**config.mk**
```make
export PLATFORM = sky130hd
export DESIGN_NAME = rv_seq_ctrl
export DESIGN_NICKNAME = d
export VERILOG_FILES = /design/src/rtl/rv_seq_ctrl.sv
export SDC_FILE = /design/constraint.sdc
export NUM_CORES = 1
export LEC_CHECK = 0
export ABC_AREA = 1
export CORE_MARGIN = 8
export CORE_UTILIZATION = 53
export DETAILED_ROUTE_END_ITERATION = 16
export HOLD_SLACK_MARGIN = 0.06
export PLACE_DENSITY = 0.9
export SYNTH_ARGS = -nofsm -noshare
export SYNTH_HDL_FRONTEND = slang
export SYNTH_SLANG_ARGS = --single-unit
```
**constraint.sdc**
```tcl
create_clock -name clk -period 2.7 [get_ports clk]
set_clock_uncertainty 0.05 [all_clocks]
set_input_delay 0.54 -clock clk [delete_from_list [all_inputs] [get_ports clk]]
set_output_delay 0.54 -clock clk [all_outputs]
set_load 0.005 [all_outputs]
```
**src/rtl/rv_seq_ctrl.sv**
```systemverilog
// -----------------------------------------------------------------------------
// rv_seq_ctrl -- multicycle instruction sequencer for an RV32I integer core.
//
// Fetches one instruction per pass over a req/ack instruction-memory
// handshake, holds it in the instruction register, classifies it, programs
// the ALU controls, starts and waits on the execute unit, pulses the
// register-file write enable and advances the PC. Unsupported encodings and
// execute-unit timeouts park the sequencer in a terminal TRAP state that only
// reset leaves.
//
// Optional feature: define RV_SEQ_CTRL_MEXT_EN to accept RV32M R-type
// encodings (func7 = 0000001). Without it those encodings trap as illegal
// and m_sel is tied low.
//
// Parameters:
//   RESET_PC    PC value loaded on reset.
//   EX_TIMEOUT  EXEC cycles allowed before ex_done must arrive (2..255).
//
// Ports:
//   clk, rst_n        clock (rising edge) and asynchronous active-low reset
//   imem_req          instruction fetch request, held until imem_ack
//   imem_addr         fetch address, always equal to pc
//   imem_ack          fetch data valid this cycle
//   imem_rdata        fetched instruction word
//   ir                instruction register, feeds the field decoders
//   pc                current program counter
//   alu_op            ALU operation code
//   alu_src_imm       1 = second ALU operand is the I-type immediate
//   m_sel             RV32M operation select
//   ex_start          one-cycle execute start pulse
//   ex_done           execute unit result ready
//   rf_we             register-file write enable, one-cycle pulse
//   illegal, timeout  sticky trap flags
//   instret           retired-instruction counter
// -----------------------------------------------------------------------------
module rv_seq_ctrl #(
  parameter logic [31:0] RESET_PC   = 32'h0000_0000,
  parameter int unsigned EX_TIMEOUT = 16
) (
  input  logic        clk,
  input  logic        rst_n,
  output logic        imem_req,
  output logic [31:0] imem_addr,
  input  logic        imem_ack,
  input  logic [31:0] imem_rdata,
  output logic [31:0] ir,
  output logic [31:0] pc,
  output logic [3:0]  alu_op,
  output logic        alu_src_imm,
  output logic        m_sel,
  output logic        ex_start,
  input  logic        ex_done,
  output logic        rf_we,
  output logic        illegal,
  output logic        timeout,
  output logic [31:0] instret
);

  typedef enum logic [2:0] {
    S_IDLE,
    S_FETCH,
    S_DECODE,
    S_EXEC,
    S_WB,
    S_TRAP
  } state_e;

  localparam logic [6:0] OPC_OP     = 7'b0110011;
  localparam logic [6:0] OPC_OP_IMM = 7'b0010011;
  localparam logic [6:0] F7_BASE    = 7'b0000000;
  localparam logic [6:0] F7_ALT     = 7'b0100000;
`ifdef RV_SEQ_CTRL_MEXT_EN
  localparam logic [6:0] F7_MULDIV  = 7'b0000001;
`endif

  localparam logic [7:0] EX_LIMIT = 8'(EX_TIMEOUT);

  // ---------------------------------------------------------------------------
  // State and registered outputs
  // ---------------------------------------------------------------------------
  state_e      state_q, state_d;
  logic [31:0] pc_q, pc_d;
  logic [31:0] ir_q, ir_d;
  logic [31:0] instret_q, instret_d;
  logic [3:0]  alu_op_q, alu_op_d;
  logic        alu_src_imm_q, alu_src_imm_d;
  logic        imem_req_q, imem_req_d;
  logic        ex_start_q, ex_start_d;
  logic        rf_we_q, rf_we_d;
  logic        illegal_q, illegal_d;
  logic        timeout_q, timeout_d;
  // Number of the current EXEC cycle, 1 on the ex_start cycle.
  logic [7:0]  ex_cnt_q, ex_cnt_d;
`ifdef RV_SEQ_CTRL_MEXT_EN
  logic        m_sel_q, m_sel_d;
`endif

  // ---------------------------------------------------------------------------
  // Instruction classification, evaluated on the held instruction register
  // ---------------------------------------------------------------------------
  logic [6:0] opcode;
  logic [2:0] func3;
  logic [6:0] func7;
  logic       dec_legal;
  logic [3:0] dec_alu_op;
  logic       dec_src_imm;
`ifdef RV_SEQ_CTRL_MEXT_EN
  logic       dec_m_sel;
`endif

  assign opcode = ir_q[6:0];
  assign func3  = ir_q[14:12];
  assign func7  = ir_q[31:25];

  // NOTE: every signal written in an always_comb gets a default at the top so
  // no path through the case/if tree leaves it unassigned (which would infer
  // a latch).
  always_comb begin
    dec_legal   = 1'b0;
    dec_alu_op  = 4'b0000;
    dec_src_imm = 1'b0;
`ifdef RV_SEQ_CTRL_MEXT_EN
    dec_m_sel   = 1'b0;
`endif
    case (opcode)
      OPC_OP: begin
        if (func7 == F7_BASE) begin
          dec_legal  = 1'b1;
          dec_alu_op = {1'b0, func3};
        end else if (func7 == F7_ALT && (func3 == 3'b000 || func3 == 3'b101)) begin
          // SUB and SRA: func7[5] selects the alternate operation.
          dec_legal  = 1'b1;
          dec_alu_op = {1'b1, func3};
`ifdef RV_SEQ_CTRL_MEXT_EN
        end else if (func7 == F7_MULDIV) begin
          dec_legal  = 1'b1;
          dec_alu_op = {1'b0, func3};
          dec_m_sel  = 1'b1;
`endif
        end
      end
      OPC_OP_IMM: begin
        dec_src_imm = 1'b1;
        // Only the shift-right group uses ir[30] (SRAI); for every other
        // func3 that bit is ordinary immediate data.
        dec_alu_op  = {ir_q[30] & (func3 == 3'b101), func3};
        case (func3)
          3'b001:  dec_legal = (func7 == F7_BASE);
          3'b101:  dec_legal = (func7 == F7_BASE) || (func7 == F7_ALT);
          default: dec_legal = 1'b1;
        endcase
      end
      default: dec_legal = 1'b0;
    endcase
  end

  // ---------------------------------------------------------------------------
  // Next-state and next-output logic. Outputs are computed for the state being
  // entered so that every port comes straight from a flop.
  // ---------------------------------------------------------------------------
  always_comb begin
    state_d       = state_q;
    pc_d          = pc_q;
    ir_d          = ir_q;
    instret_d     = instret_q;
    alu_op_d      = alu_op_q;
    alu_src_imm_d = alu_src_imm_q;
    imem_req_d    = imem_req_q;
    ex_start_d    = 1'b0;
    rf_we_d       = 1'b0;
    illegal_d     = illegal_q;
    timeout_d     = timeout_q;
    ex_cnt_d      = ex_cnt_q;
`ifdef RV_SEQ_CTRL_MEXT_EN
    m_sel_d       = m_sel_q;
`endif

    case (state_q)
      S_IDLE: begin
        state_d    = S_FETCH;
        imem_req_d = 1'b1;
      end

      S_FETCH: begin
        // An ack only counts while our own request is up.
        if (imem_ack && imem_req_q) begin
          ir_d       = imem_rdata;
          imem_req_d = 1'b0;
          state_d    = S_DECODE;
        end
      end

      S_DECODE: begin
        if (dec_legal) begin
          alu_op_d      = dec_alu_op;
          alu_src_imm_d = dec_src_imm;
`ifdef RV_SEQ_CTRL_MEXT_EN
          m_sel_d       = dec_m_sel;
`endif
          ex_start_d    = 1'b1;
          ex_cnt_d      = 8'd1;
          state_d       = S_EXEC;
        end else begin
          illegal_d = 1'b1;
          state_d   = S_TRAP;
        end
      end

      S_EXEC: begin
        // ex_done is not trusted in the start cycle. Checking it ahead of the
        // limit lets a result arriving on the last allowed cycle still retire.
        if (ex_done && !ex_start_q) begin
          rf_we_d = (ir_q[11:7] != 5'd0);
          state_d = S_WB;
        end else if (ex_cnt_q == EX_LIMIT) begin
          timeout_d = 1'b1;
          state_d   = S_TRAP;
        end else begin
          ex_cnt_d = ex_cnt_q + 8'd1;
        end
      end

      S_WB: begin
        pc_d       = pc_q + 32'd4;
        instret_d  = instret_q + 32'd1;
        imem_req_d = 1'b1;
        state_d    = S_FETCH;
      end

      S_TRAP: begin
        imem_req_d = 1'b0;
        state_d    = S_TRAP;
      end

      default: begin
        imem_req_d = 1'b0;
        state_d    = S_IDLE;
      end
    endcase
  end

  // ---------------------------------------------------------------------------
  // Registers
  // ---------------------------------------------------------------------------
  // NOTE: sequential state is updated with non-blocking assignments only, so
  // every flop samples the pre-edge value of every other flop.
  always_ff @(posedge clk or negedge rst_n) begin
    if (!rst_n) begin
      state_q       <= S_IDLE;
      pc_q          <= RESET_PC;
      ir_q          <= '0;
      instret_q     <= '0;
      alu_op_q      <= '0;
      alu_src_imm_q <= 1'b0;
      imem_req_q    <= 1'b0;
      ex_start_q    <= 1'b0;
      rf_we_q       <= 1'b0;
      illegal_q     <= 1'b0;
      timeout_q     <= 1'b0;
      ex_cnt_q      <= '0;
`ifdef RV_SEQ_CTRL_MEXT_EN
      m_sel_q       <= 1'b0;
`endif
    end else begin
      state_q       <= state_d;
      pc_q          <= pc_d;
      ir_q          <= ir_d;
      instret_q     <= instret_d;
      alu_op_q      <= alu_op_d;
      alu_src_imm_q <= alu_src_imm_d;
      imem_req_q    <= imem_req_d;
      ex_start_q    <= ex_start_d;
      rf_we_q       <= rf_we_d;
      illegal_q     <= illegal_d;
      timeout_q     <= timeout_d;
      ex_cnt_q      <= ex_cnt_d;
`ifdef RV_SEQ_CTRL_MEXT_EN
      m_sel_q       <= m_sel_d;
`endif
    end
  end

  // ---------------------------------------------------------------------------
  // Output mapping
  // ---------------------------------------------------------------------------
  assign imem_req    = imem_req_q;
  assign imem_addr   = pc_q;
  assign ir          = ir_q;
  assign pc          = pc_q;
  assign alu_op      = alu_op_q;
  assign alu_src_imm = alu_src_imm_q;
  assign ex_start    = ex_start_q;
  assign rf_we       = rf_we_q;
  assign illegal     = illegal_q;
  assign timeout     = timeout_q;
  assign instret     = instret_q;
`ifdef RV_SEQ_CTRL_MEXT_EN
  assign m_sel       = m_sel_q;
`else
  assign m_sel       = 1'b0;
`endif

endmodule

```
Yosys cells after proc, flatten, opt, wreduce, memory -nomap -nowiden

Index checks and enable logic that the tools add are counted.

Add/sub/neg operators: 3
Multipliers: 0
Divide/modulo/power cells: 0
Order comparisons: 0
Equal/unequal tests: 16
Shifts and indexed selects: 0
Multiplexer cells: 23
Bitwise gates (word level): 4
Reduce and logical (&&, ||, !) cells: 20

Operators by type and width:

| operator                                                              | count |
|---|---|
| 32-bit by 1-bit adder with 32-bit output, second input constant       | 1 |
| 32-bit by 3-bit adder with 32-bit output, second input constant       | 1 |
| 8-bit 2-to-1 mux                                                      | 3 |
| 8-bit one-hot mux with 2 select lines                                 | 1 |
| 3-bit one-hot mux with 5 select lines                                 | 1 |
| 7-bit by 6-bit equality test with 1-bit output, second input constant | 2 |
| 3-bit 2-to-1 mux                                                      | 4 |
| 2-bit AND reduction                                                   | 5 |
| 3-bit equality test, second input constant                            | 3 |
| 8-bit by 1-bit adder with 8-bit output, second input constant         | 1 |
| 8-bit by 5-bit equality test with 1-bit output, second input constant | 1 |
| 1-bit 2-to-1 mux                                                      | 8 |
| 4-bit 2-to-1 mux                                                      | 2 |
| 2-bit inequality test, second input constant                          | 4 |
| 4-bit one-hot mux with 2 select lines                                 | 1 |
| 7-bit by 5-bit equality test with 1-bit output, second input constant | 1 |
| 7-bit logical NOT                                                     | 1 |
| 3-bit by 1-bit equality test with 1-bit output, second input constant | 2 |
| 3-bit by 2-bit equality test with 1-bit output, second input constant | 2 |
| 3-bit logical NOT                                                     | 2 |
| 5-bit nonzero test                                                    | 1 |
| 1-bit one-hot mux with 2 select lines                                 | 2 |
| 4-bit AND reduction                                                   | 1 |
| 2-bit OR reduction                                                    | 2 |
| 9 further kinds                                                       | 14 |

Register bits: 117
Bits in latches: 0
Bits in writable memories: 0
Memory bits (read-only): 0
Input port bits: 36
Output and inout bits: 139
Word-level logic and storage cells: 78
Memories kept: 0

Depth between registers and ports, before layout

Word-level depth: 8
Mapped depth: 11
Depth with buffers taken out: 11

Worst setup path before layout

Ideal clock, no wire load.

Path type: flip-flop to flip-flop
From: register pc_q[2] (netlist: imem_addr[2])
To: register pc_q[22] (netlist: imem_addr[22])
Setup time: 127 ps
Data arrival time: 1480 ps
Required time: 2523 ps
Path slack: 1043 ps
Stages on the path, launching flop included: 8
Path buffers: 0
Period minus slack after synthesis: 1657 ps
Cell sequence: dfrtp_1 ha_1 nand3_1 nor3_2 nand2_1 nor2_2 nand3_1 xnor2_1

Longest elaborated chain between the ends: 1

RTL lines:

| what                                     | line | source |
|---|---|---|
| start: declaration                       | 82   | `logic [31:0] pc_q, pc_d;` |
| start signal: assignment                 | 266  | `pc_q <= pc_d;` |
| 32-bit by 3-bit adder with 32-bit output | 224  | `pc_d = pc_q + 32'd4;` |

Every way passes these cells.
A chain may end at the register's enable or synchronous reset.

Final worst setup path

From: register pc_q[4] (netlist: imem_addr[4])
To: output pc[4]

RTL lines:

| what             | line | source |
|---|---|---|
| end: declaration | 47   | `output logic [31:0] pc,` |

No word-level cell between the ends.

==> metrics.txt <==
TritonCTS clock tree=built; Ant. Diodes=0; Die Ht=roughly 130 um; Fmax achieved=0.484 GHz; drt drc=0; VDD IR max=0.338 mV; area post-placement=between 7000 and 8000 sq um; Layout fillers=roughly 880; Port Buffers=approximately 170; hold_buf cts=0; fin crit share=0.766; critical path cell sequence=clkdlybuf4s50_1; Arrival @ worst endpoint=1480 ps; Final Critical Period=just over 2000 ps; flop-to-flop setup slack=roughly 730 ps; drt initial violations=slightly below 500; minimum hold slack=66.6 ps; Yosys top cell by area=dfrtp_1; CP max-delay cell=clkdlybuf4s50_1; synthesized flop and latch total=roughly 120; Inserted Clock Buffers=17; Setup Crit Path Kind=reg2out; crit path capture type=output port; chip width=between 100 and 150 um; Slew HR=0.516; post-synth cell types=36; GRT overflow=0; status=finished, final reports clean; asr flop ratio synth=1.00; Synth top cells by count=nand2_1 (239), dfrtp_1 (115), nor2_1 (91), inv_1 (68), nand3_1 (46); reg2reg path depth=7; sequential area share after synthesis=0.456; Ports=between 150 and 200; worst skew pair latency=between 400 and 500 ps; Initial Utilization=0.535; Row Count=40; vias per cell=5.28; Routed Antenna Nets=0; Final Max Tran Viols=0; Worst setup SP type=register; endpoints failing hold=0; Post-synth EDFFs=0; Tightest Hold Check Type=in2async; clock-pin slew on the worst setup and hold paths=approximately 50 ps; top cells by area, synth=dfrtp_1 (46%), nand2_1 (14%), nor2_1 (5.4%); worst slew pin tran=about 720 ps; H-tree depth=4; final core utilization=0.726; critical path data required time=roughly 2100 ps; Overall Global Routing Usage=0.225; initial antenna violation count=0; crit-path max cell delay=570 ps; clk root buf=clkbuf_16; Crit Reg-Reg Endpoint=imem_addr[18]; LEAKAGE=between 3 and 4 nW; cells after synthesis=776; Routed Wire Length=17000 um; Routed WL per cell=approximately 16 um; vias in the first global route=between 5000 and 6000; Primary FF master, synth=dfrtp_1; PwrDens=roughly 490 nW/um^2; Area Growth Syn to Fin=35.7%; setup bufs post-CTS=0; RSZ-0062 raised after global routing=false; top-count cell post-synth=nand2_1; synth warn=0; Synth top area share=0.456; CP max FO=8; Die Area=between 15000 and 20000 sq um; Syn Area/Cell=8.14 sq um; worst r2r src=imem_addr[2]; drt pass-1 iters=6; share of cells above drive strength 1=0.0933; design area=roughly 8600 sq um; largest net degree at the start of global routing=52; Placer Congestion=between 0.8 and 0.9; Final #Nets=970; wire length of the first global-routing pass=28900 um; cell family with most CP delay=buffers and inverters; Max Cap Violations=0; Resized cells post-CTS=0; Post-Syn Area=around 6300 sq um; Setup TNS=0 ps; clock sink count=~120; Setup Viol. Count Final=0; HPWL after detailed placement=~12000 um; CP Buf/Inv Count=1; vias=5752; Longest Clk Path Bufs=2; core area=approximately 12000 sq um
-- power by group --
part	internal (mW)	total [mW]	switching [mW]
logic	0.0479	0.0917	0.0438
clock network	1.63	2.40	0.770
registers	1.73	1.73	0
total	3.41	4.22	0.814
-- placed cells by master (no fill, tap or decap), drive strengths merged, types with 4 or more instances in the layout --
cell	count
nand4	17
a21oi	6
nand2	243
nor3	29
clkinv	5
clkdlybuf4s50	168
inv	70
nand3b	6
bufinv	4
xnor2	19
clkbuf	22
nor2	97
buf	6
dfrtp	115
conb	5
ha	4
xor2	29
mux2	28
o21ai	13
nand3	49
-- cell families after synthesis --
logic type | Yosys count | synth area share
AO/OA/AOI/OAI | 24 | 0.0238
XOR/XNOR | 48 | 0.0665
adder cells (fa/ha/maj) | 4 | 0.00792
buffers and inverters | 113 | 0.0921
flip-flops | 115 | 0.456
multiplexers | 28 | 0.0499
other | 1 | 0.000594
AND/OR/NAND/NOR | 443 | 0.304
-- sequential cells by signal, summed over array words and instances, names as in the netlist --
| name | cells |
|---|---|
| imem_req | 1 |
| alu_src_imm | 1 |
| ex_start | 1 |
| alu_op | 4 |
| illegal | 1 |
| timeout | 1 |
| ex_cnt_q | 8 |
| ir | 32 |
| instret | 32 |
| rf_we | 1 |
| state_q | 3 |
| imem_addr | 30 |
-- per-layer routing --
metal / share of wire / GRT usage / up-vias
li1: - / - / 2744
met1: 0.40 / 0.260 / 2718
met2: 0.49 / 0.375 / 246
met3: 0.076 / 0.0693 / 44
met4: 0.030 / 0.110 / 0
met5: 0 / 0 / -
-- how the worst max path moves through the flow --
stage	start	end	cells past startpoint	slack [ps]
after global placement	imem_ack	ir[3]	5	520
after floorplan	imem_addr[2]	imem_addr[22]	7	1040
after global routing	imem_addr[2]	imem_addr[18]	7	530
after detailed placement	imem_ack	ir[24]	5	490
final	imem_addr[4]	pc[4]	1	630
after CTS	imem_addr[4]	pc[4]	1	620
-- through the flow --
stage	instances	worst slack [ps]	total power [mW]
3_3_place_gp	1058	519	1.85
2_1_floorplan	780	1040	1.76
3_5_place_dp	1058	493	1.85
5_1_grt	1090	531	4.33
6_report	1090	633	4.22
4_1_cts	1090	624	4.25
-- area by class of cell --
cell class                 count  area (sq um)  area share
clock buffer                  22           484      0.0565
clock inverter                10           153      0.0178
multi-input combinational    552          2870       0.335
timing repair buffer         174          1740       0.203
tap                          147           184      0.0215
inverter                      70           263      0.0306
sequential                   115          2880       0.336
Note: power is estimated with default switching activity, not from simulation.
